### src/rtl/arcfour_key_dispatcher.sv
// Arcfour key dispatcher: hands candidate keys to a pool of cracking cores, tracks which cores
// are busy, counts completions and stops the search on the first reported success.
module arcfour_key_dispatcher #(
    parameter int unsigned NUM_CORES  = 4,
    parameter int unsigned KEY_LENGTH = 3,
    parameter int unsigned RAM_WIDTH  = 8,
    parameter int unsigned KEY_BITS   = 22
) (
    input  logic                                      clk,
    input  logic                                      reset,
    input  logic                                      start,
    input  logic                                      key_select,
    input  logic [KEY_LENGTH*RAM_WIDTH-1:0]           switch_key,
    output logic [NUM_CORES-1:0]                      core_start,
    output logic [NUM_CORES*KEY_LENGTH*RAM_WIDTH-1:0] core_key,
    output logic [NUM_CORES-1:0]                      core_abort,
    input  logic [NUM_CORES-1:0]                      core_done,
    input  logic [NUM_CORES-1:0]                      core_success,
    output logic                                      busy,
    output logic                                      found,
    output logic                                      exhausted,
    output logic [KEY_LENGTH*RAM_WIDTH-1:0]           found_key,
    output logic [KEY_BITS:0]                         keys_tried,
    output logic [2:0]                                stateTap
);
    localparam int unsigned KW = KEY_LENGTH * RAM_WIDTH;
    localparam int unsigned CW = KEY_BITS + 1;
    localparam logic [CW-1:0] LastKey = CW'((64'd1 << KEY_BITS) - 64'd1);

    typedef enum logic [2:0] {
        StIdle      = 3'd0,
        StDispatch  = 3'd1,
        StDrain     = 3'd2,
        StFound     = 3'd3,
        StExhausted = 3'd4
    } state_e;

    state_e                    state_q, state_d;
    logic                      start_prev_q, armed_q;
    logic                      mode_q, mode_d;
    logic [KW-1:0]             switch_key_q, switch_key_d;
    logic [CW-1:0]             next_key_q, next_key_d;
    logic [NUM_CORES-1:0]      busy_q, busy_d;
    logic [NUM_CORES-1:0]      core_start_q, core_start_d;
    logic [NUM_CORES-1:0]      core_abort_q, core_abort_d;
    logic [NUM_CORES*KW-1:0]   core_key_q, core_key_d;
    logic [KW-1:0]             found_key_q, found_key_d;
    logic [CW-1:0]             keys_tried_q, keys_tried_d;

    logic [NUM_CORES-1:0]      done_valid, success;
    logic [CW-1:0]             done_cnt;
    int unsigned               win_idx, free_idx;
    logic                      win_hit, free_hit, start_edge;

    // Qualify completions, count them and pick the lowest winning / lowest idle core.
    always_comb begin
        done_valid = core_done & busy_q;
        success    = done_valid & core_success;
        done_cnt   = '0;
        win_idx    = 0;
        win_hit    = 1'b0;
        free_idx   = 0;
        free_hit   = 1'b0;
        for (int unsigned i = 0; i < NUM_CORES; i++) begin
            done_cnt = done_cnt + CW'(done_valid[i]);
            if (success[i] && !win_hit) begin
                win_idx = i;
                win_hit = 1'b1;
            end
            // busy_q is the cycle-start view, so a core finishing now is not yet free
            if (!busy_q[i] && !free_hit) begin
                free_idx = i;
                free_hit = 1'b1;
            end
        end
        // armed_q masks a start level that was already high when reset released
        start_edge = start & ~start_prev_q & armed_q;
    end

    // Next-state and dispatch decisions.
    always_comb begin
        state_d      = state_q;
        mode_d       = mode_q;
        switch_key_d = switch_key_q;
        next_key_d   = next_key_q;
        busy_d       = busy_q & ~done_valid;
        core_start_d = '0;
        core_abort_d = '0;
        core_key_d   = core_key_q;
        found_key_d  = found_key_q;
        keys_tried_d = keys_tried_q;

        case (state_q)
            StIdle, StFound, StExhausted: begin
                if (start_edge) begin
                    state_d      = StDispatch;
                    mode_d       = key_select;
                    switch_key_d = switch_key;
                    next_key_d   = '0;
                    keys_tried_d = '0;
                    found_key_d  = '0;
                end
            end
            StDispatch, StDrain: begin
                keys_tried_d = keys_tried_q + done_cnt;
                if (win_hit) begin
                    found_key_d  = core_key_q[win_idx*KW +: KW];
                    // cores finishing this cycle need no abort
                    core_abort_d = busy_q & ~done_valid;
                    busy_d       = '0;
                    state_d      = StFound;
                end else if (state_q == StDispatch) begin
                    if (mode_q) begin
                        if (!busy_q[0]) begin
                            core_start_d[0]     = 1'b1;
                            busy_d[0]           = 1'b1;
                            core_key_d[0 +: KW] = switch_key_q;
                            state_d             = StDrain;
                        end
                    end else if (free_hit) begin
                        core_start_d[free_idx]         = 1'b1;
                        busy_d[free_idx]               = 1'b1;
                        core_key_d[free_idx*KW +: KW]  = KW'(next_key_q[KEY_BITS-1:0]);
                        next_key_d                     = next_key_q + 1'b1;
                        if (next_key_q == LastKey) begin
                            state_d = StDrain;
                        end
                    end
                end else if (busy_q == '0) begin
                    state_d = StExhausted;
                end
            end
            default: state_d = StIdle;
        endcase
    end

    // State register with asynchronous active-low reset.
    always_ff @(posedge clk or negedge reset) begin
        if (!reset) begin
            state_q      <= StIdle;
            start_prev_q <= 1'b0;
            armed_q      <= 1'b0;
            mode_q       <= 1'b0;
            switch_key_q <= '0;
            next_key_q   <= '0;
            busy_q       <= '0;
            core_start_q <= '0;
            core_abort_q <= '0;
            core_key_q   <= '0;
            found_key_q  <= '0;
            keys_tried_q <= '0;
        end else begin
            state_q      <= state_d;
            start_prev_q <= start;
            armed_q      <= 1'b1;
            mode_q       <= mode_d;
            switch_key_q <= switch_key_d;
            next_key_q   <= next_key_d;
            busy_q       <= busy_d;
            core_start_q <= core_start_d;
            core_abort_q <= core_abort_d;
            core_key_q   <= core_key_d;
            found_key_q  <= found_key_d;
            keys_tried_q <= keys_tried_d;
        end
    end

    assign core_start = core_start_q;
    assign core_abort = core_abort_q;
    assign core_key   = core_key_q;
    assign found_key  = found_key_q;
    assign keys_tried = keys_tried_q;
    assign busy       = (state_q == StDispatch) || (state_q == StDrain);
    assign found      = (state_q == StFound);
    assign exhausted  = (state_q == StExhausted);
    assign stateTap   = state_q;

endmodule

### config.mk
export PLATFORM = sky130hd
export DESIGN_NAME = arcfour_key_dispatcher
export DESIGN_NICKNAME = d
export VERILOG_FILES = /design/src/rtl/arcfour_key_dispatcher.sv
export SDC_FILE = /design/constraint.sdc
export NUM_CORES = 1
export LEC_CHECK = 0
export BUFFER_PORTS_ARGS = -buffer_cell sky130_fd_sc_hd__buf_2
export CELL_PAD_IN_SITES_DETAIL_PLACEMENT = 2
export CELL_PAD_IN_SITES_GLOBAL_PLACEMENT = 2
export CORE_ASPECT_RATIO = 0.8
export CORE_MARGIN = 4
export CORE_UTILIZATION = 35
export CTS_CLUSTER_SIZE = 20
export DETAILED_ROUTE_END_ITERATION = 8
export PLACE_DENSITY = 0.76
export SLEW_MARGIN = 20
export SYNTH_ARGS = -nofsm -noshare
export SYNTH_HDL_FRONTEND = slang
export SYNTH_SLANG_ARGS = --single-unit
### constraint.sdc
create_clock -name clk -period 4.6 [get_ports clk]
set_clock_uncertainty 0.05 [all_clocks]
set_input_delay 0 -clock clk [delete_from_list [all_inputs] [get_ports clk]]
set_output_delay 0 -clock clk [all_outputs]
set_load 0.05 [all_outputs]
# Word level (Yosys, flattened, before mapping)
# Index checks and enable logic that the tools add are counted.
# word_totals
word_cells	135
output_inout_bits	157
register_bits	208
inputBits	36
# op_classes
n_addsub	6
shifts	3
n_reduce_logical	29
eq_ne	16
n_bitwise	10
multipliers	2
muxes	54
magnitude_cmp	2
# ops
cell	n
$mux 24	5
$mux 23	5
$bwmux 96	1
$shift 24x34->96 const A	1
$shiftx 24x34->96	1
$shiftx 96x33->24	1
$pmux 23 s2	2
$mul 32x2->29 const B	2
$mux 32	2
$pmux 24 s2	1
$mux 4	10
$neg 32->34	1
$ge 32x1->1 const B	1
$lt 32x3->1 const B	1
$mux 3	10
$add 23x1->23 const B	1
$add 23x4->23	1
$eq 23x22->1 const B	1
$ne 5x5->1 const B	3
$reduce_and 5->1	3
$mux 1	14
$ne 2x2->1 const B	7
$and 4x4->4	3
$logic_not 1->1	8
other kinds (24)	37

# Depth between registers and ports, before layout
# logic_depth
ltp_word	19
mapped_depth	17
ltp_nobuf	11

# Worst setup path before layout
# Ideal clock, no wire load.
# synth_timing
path_kind	register to register
startpoint	register busy_q[3]
endpoint	register found_key_q[14] (netlist: found_key[14])
setup_time_ns	0.126
slack_ns	0.886
arrival_time_ns	3.538
n_path_buf	7
synth_period_minus_slack_ns	3.714
t_required_ns	4.424
path_stages_with_launch	16
path_cell_list	dfrtp_1 > buf_6 > and3_1 > buf_2 > a21oi_2 > nor2_4 > buf_4 > buf_1 > ha_1 > clkbuf_1 > buf_1 > clkbuf_1 > mux4_2 > a22oi_1 > a31oi_1 > a221o_1
# synth_via
elab_chain_len	8
word_cells_on_any_way	11
cone_classes	mul: 1; eq/ne: 1; shift: 1; mux: 4; bitwise: 2; reduce/logical: 2
# synth_rtl
item	line_no	text
start, declared	43	logic [NUM_CORES-1:0] busy_q, busy_d;
start signal, assigned	159	busy_q <= busy_d;
$and 4x4->4 (*)	57	done_valid = core_done & busy_q;
$and 4x4->4 (*)	58	success = done_valid & core_success;
$logic_and 1x1->1 (*)	66	if (success[i] && !win_hit) begin
$mux 32	66	
$mul 32x2->29	107	found_key_d = core_key_q[win_idx*KW +: KW];
$shiftx 96x33->24	107	
$mux 24	106	if (win_hit) begin
$pmux 24 s2	93	case (state_q)
end signal, assigned	163	found_key_q <= found_key_d;
end, declared	47	logic [KW-1:0] found_key_q, found_key_d;
# Every way passes the cells marked *; elsewhere a longest branch is shown, timed or not. The select of a mux whose other input is x is not followed.
# A chain may end at the register's enable or synchronous reset.

# Worst setup path in the final report
# layout_timing
startpoint	register busy_q[2]
endpoint	register found_key_q[0] (netlist: found_key[0])
# layout_via
elab_chain_len	11
word_cells_on_any_way	15
cone_classes	mul: 1; eq/ne: 1; shift: 1; mux: 6; bitwise: 2; reduce/logical: 4
# layout_rtl
item	line_no
$and 4x4->4 (*)	57
$and 4x4->4 (*)	58
$logic_and 1x1->1 (*)	66
$mux 1	66
$logic_not 1->1	66
$logic_and 1x1->1	66
$mux 32	66
$mul 32x2->29	107
$shiftx 96x33->24	107
$mux 24	106
$pmux 24 s2	93
# Marks and branches as above.

==> impl_metrics.py <==
metrics = {
    "clock_network": {
        "numCtsBuffers": 25,
        "postCtsSetupBuffers": 0,
        "ctsHoldBuffers": 31,
        "insertion_delay_ns": 0.56,
        "cts.path.max_buffers": 3,
        "clkSinkCount": 208,
        "cts_tree": "built",
        "cts_resized": 0,
        "cts_root_buf": "clkbuf_16",
        "path_clk_slew_ns": 0.07,
        "h-tree-depth": 1,
    },
    "hold_path": {
        "hp-class": "in -> reg",
    },
    "yosys": {
        "syn_area_per_cell_um2": 9.09,
        "synthTopCellsByArea": "dfrtp_1 42%, nand2_1 6.6%, a22o_1 4.3%",
        "synth_cells": 1357,
        "synth_flop_cell": "dfrtp_1",
        "synth_top_area_cell": "dfrtp_1",
        "syn_nets": 1405,
        "yosysSeqAreaShare_pct": 42.2,
        "synth_top_area_share_pct": 42.2,
        "yosysUniqueCellTypes": 76,
        "yosysWarnings": 0,
        "synth-async-reset-ratio_pct": 100,
        "ys_seq_elements": 208,
        "synthesis.area_mm2": 0.0123,
        "synth_edf_count": 0,
    },
    "detailed_routing": {
        "postRouteAntennaNets": 0,
        "drtPass1Iterations": 8,
        "drc": 0,
        "wl_per_cell_um": 31.3,
        "vias": 12969,
        "drt_iter0_drc": 1232,
        "vias_per_cell": 6.42,
        "wirelength_mm": 63.3,
    },
    "floorplan": {
        "die_area_mm2": 0.0383,
        "rows": 61,
        "fp.dieW_um": 218,
        "core_mm2": 0.0347,
        "ioPinCount": 193,
        "initial_utilization_pct": 35.5,
        "die_y_um": 176,
    },
    "power_and_ir_drop": {
        "vdd_drop_max_mv": 0.263,
        "power.leakage_nw": 6.61,
        "p_per_area_mw_per_mm2": 511,
    },
    "sta": {
        "timing.final.crit_share_pct": 88.3,
        "period_minus_slack_ns": 4.06,
        "finalSetupTns_ns": 0,
        "finalSetupViolations": 0,
        "max_clock_freq_mhz": 246,
        "rsz0062_at_grt": "false",
        "slew_headroom_pct": 28.6,
        "final_max_slew_viol_count": 0,
        "worstMarginPinSlew_ns": 1.06,
        "final.setup.worst_slack_ns": 0.539,
        "hold_viol": 0,
    },
    "worst_setup_path": {
        "path_class": "reg -> reg",
        "cp_max_fo": 24,
        "startpoint_type": "flip-flop",
        "critical_path_required_ns": 5.00,
        "cp_data_arrival_time_ns": 4.46,
        "rrSetupSlack_ns": 0.54,
        "end_kind": "flip-flop",
    },
    "global_routing": {
        "antenna_found_initial": 4,
        "grtUsageTotal_pct": 32.4,
        "grt_pass1_vias": 13684,
        "grt_pass1_wl_mm": 93.8,
        "grt_max_degree": 124,
        "grt_overflow": 0,
    },
    "final_layout": {
        "fill_cells": 3811,
        "post-route-util_pct": 42.8,
        "drive_gt1_share_pct": 20.0,
        "multiInputGateArea_mm2": 0.00659,
        "nNetsFinal": 1578,
        "synthToLayoutAreaGrowth_pct": 20.6,
        "regArea_mm2": 0.00520,
    },
    "run": {
        "maxCapViolations": 0,
    },
    "run_status": {
        "status": "complete, no violations",
    },
    "placement": {
        "place_hpwl_mm": 45.3,
        "place_congestion": 0.968,
        "place_ws_ns": 0.739,
        "io_buffers": 192,
    },
}
==> worst paths after layout <==
| kind | to | start | cells after the start |
|---|---|---|---|
| min | start_prev_q | start | 2 |
| min in group asynchronous | core_start[1] | reset | 3 |
| min reg2reg | switch_key_q[22] | switch_key_q[22] | 2 |
| max in group asynchronous | next_key_q[13] | reset | 4 |
| max reg2reg | found_key[0] | busy_q[2] | 10 |
| max | found_key[0] | busy_q[2] | 10 |
==> where the power goes <==
group / total (mW) / switching (mW) / internal (mW)
Sequential: 2.68 / 0.537 / 2.14
Combinational: 2.92 / 2.08 / 0.832
Clock: 2.00 / 0.858 / 1.14
Total: 7.60 / 3.48 / 4.12
==> logic make-up after synthesis <==
group / share of synthesized area (%)
xor+xnor: 2.20
simple gates: 20.9
flops: 42.2
fa+ha+maj: 1.40
mux: 6.45
compound gates: 22.3
other cells: 0.0304
buf+inv: 4.53
==> critical path, cell delays in order (launching register included) <==
cell,delay [ns]
dfrtp_1,0.56
nand3_2,0.46
a21oi_2,0.44
nor2_4,0.08
ha_2,0.71
nand2_1,0.56
o32ai_1,0.44
a21oi_1,0.12
nand4_1,0.13
o221ai_1,0.12
a32o_1,0.28
==> metal layers <==
layer  global-route usage, %  vias up  share of wire [%]  wire, um
met2                    49.0      658                 44     27900
met1                    44.9     6766                 42     26600
met5                       0        -              0.011         7
met4                    12.0        2                4.0      2540
li1                        -     5397                  -         -
met3                    8.35      146                 10      6310
==> synth_stat cells, types with 11 or more instances <==
library cell and number:
xnor2_1 23, a22oi_1 21, a32o_1 17, nor3_1 28, a22o_1 61, o21ai_0 53
a221o_1 13, buf_2 20, inv_1 21, nand2_1 216, o31ai_1 13, mux2i_1 39
nor4_1 18, or3_1 17, mux4_2 18, dfrtp_1 208, a221oi_1 21, a21oi_1 47
and3_1 29, nand4_1 26, buf_1 11, nand2b_1 13, nand3_1 42, o211ai_1 11
a211oi_1 27, clkbuf_1 78, nor2_1 107
==> area by class of cell <==
cell class	count	share of cell area, %
diodes	2	0.0337
inverters	23	0.581
well taps	472	3.97
repair buffers	259	10.7
multi-input cells	1013	44.3
clock buffers	36	4.82
flip-flops and latches	208	35.0
clock inverters	7	0.564
==> layout by cell type (no fill, tap or decap), types with 7 or more instances in the layout <==
cell and count:
a2111oi_0 7, a211oi_1 27, a21o_1 7, a21oi_1 47, a221o_1 13, a221oi_1 21, a22o_1 61, a22oi_1 21
a31oi_1 10, a32o_1 17, and2_1 9, and3_1 29, buf_2 191, buf_4 33, clkbuf_16 25, dfrtp_1 208
dlygate4sd3_1 32, ha_1 8, inv_1 21, mux2i_1 39, mux4_2 18, nand2_1 215, nand2b_1 13, nand3_1 42
nand4_1 26, nor2_1 106, nor2b_1 9, nor3_1 28, nor4_1 18, o211ai_1 11, o21ai_0 53, o31ai_1 13
or3_1 17, xnor2_1 23, xor2_1 8
==> registers in the layout, indices dropped and copies added (netlist names), 3 cells and up <==
| signal | flops |
|---|---|
| busy_q | 4 |
| core_abort | 4 |
| core_key | 96 |
| core_start | 4 |
| found_key | 24 |
| keys_tried | 23 |
| next_key_q | 23 |
| stateTap | 3 |
| switch_key_q | 24 |
==> metrics by stage <==
stage	total power [mW]	area, um^2	hold slack (ns)	std cells
finish	7.60	14900	0.0916	2020
global route	7.92	14900	0.117	2020
CTS	7.57	14800	0.0636	2016
detailed placement	5.53	13700	0.111	1942
global placement	5.44	13700	0.100	1942
floorplan	4.44	12300	-0.346	1357
Note: power is estimated with default switching activity, not from simulation.
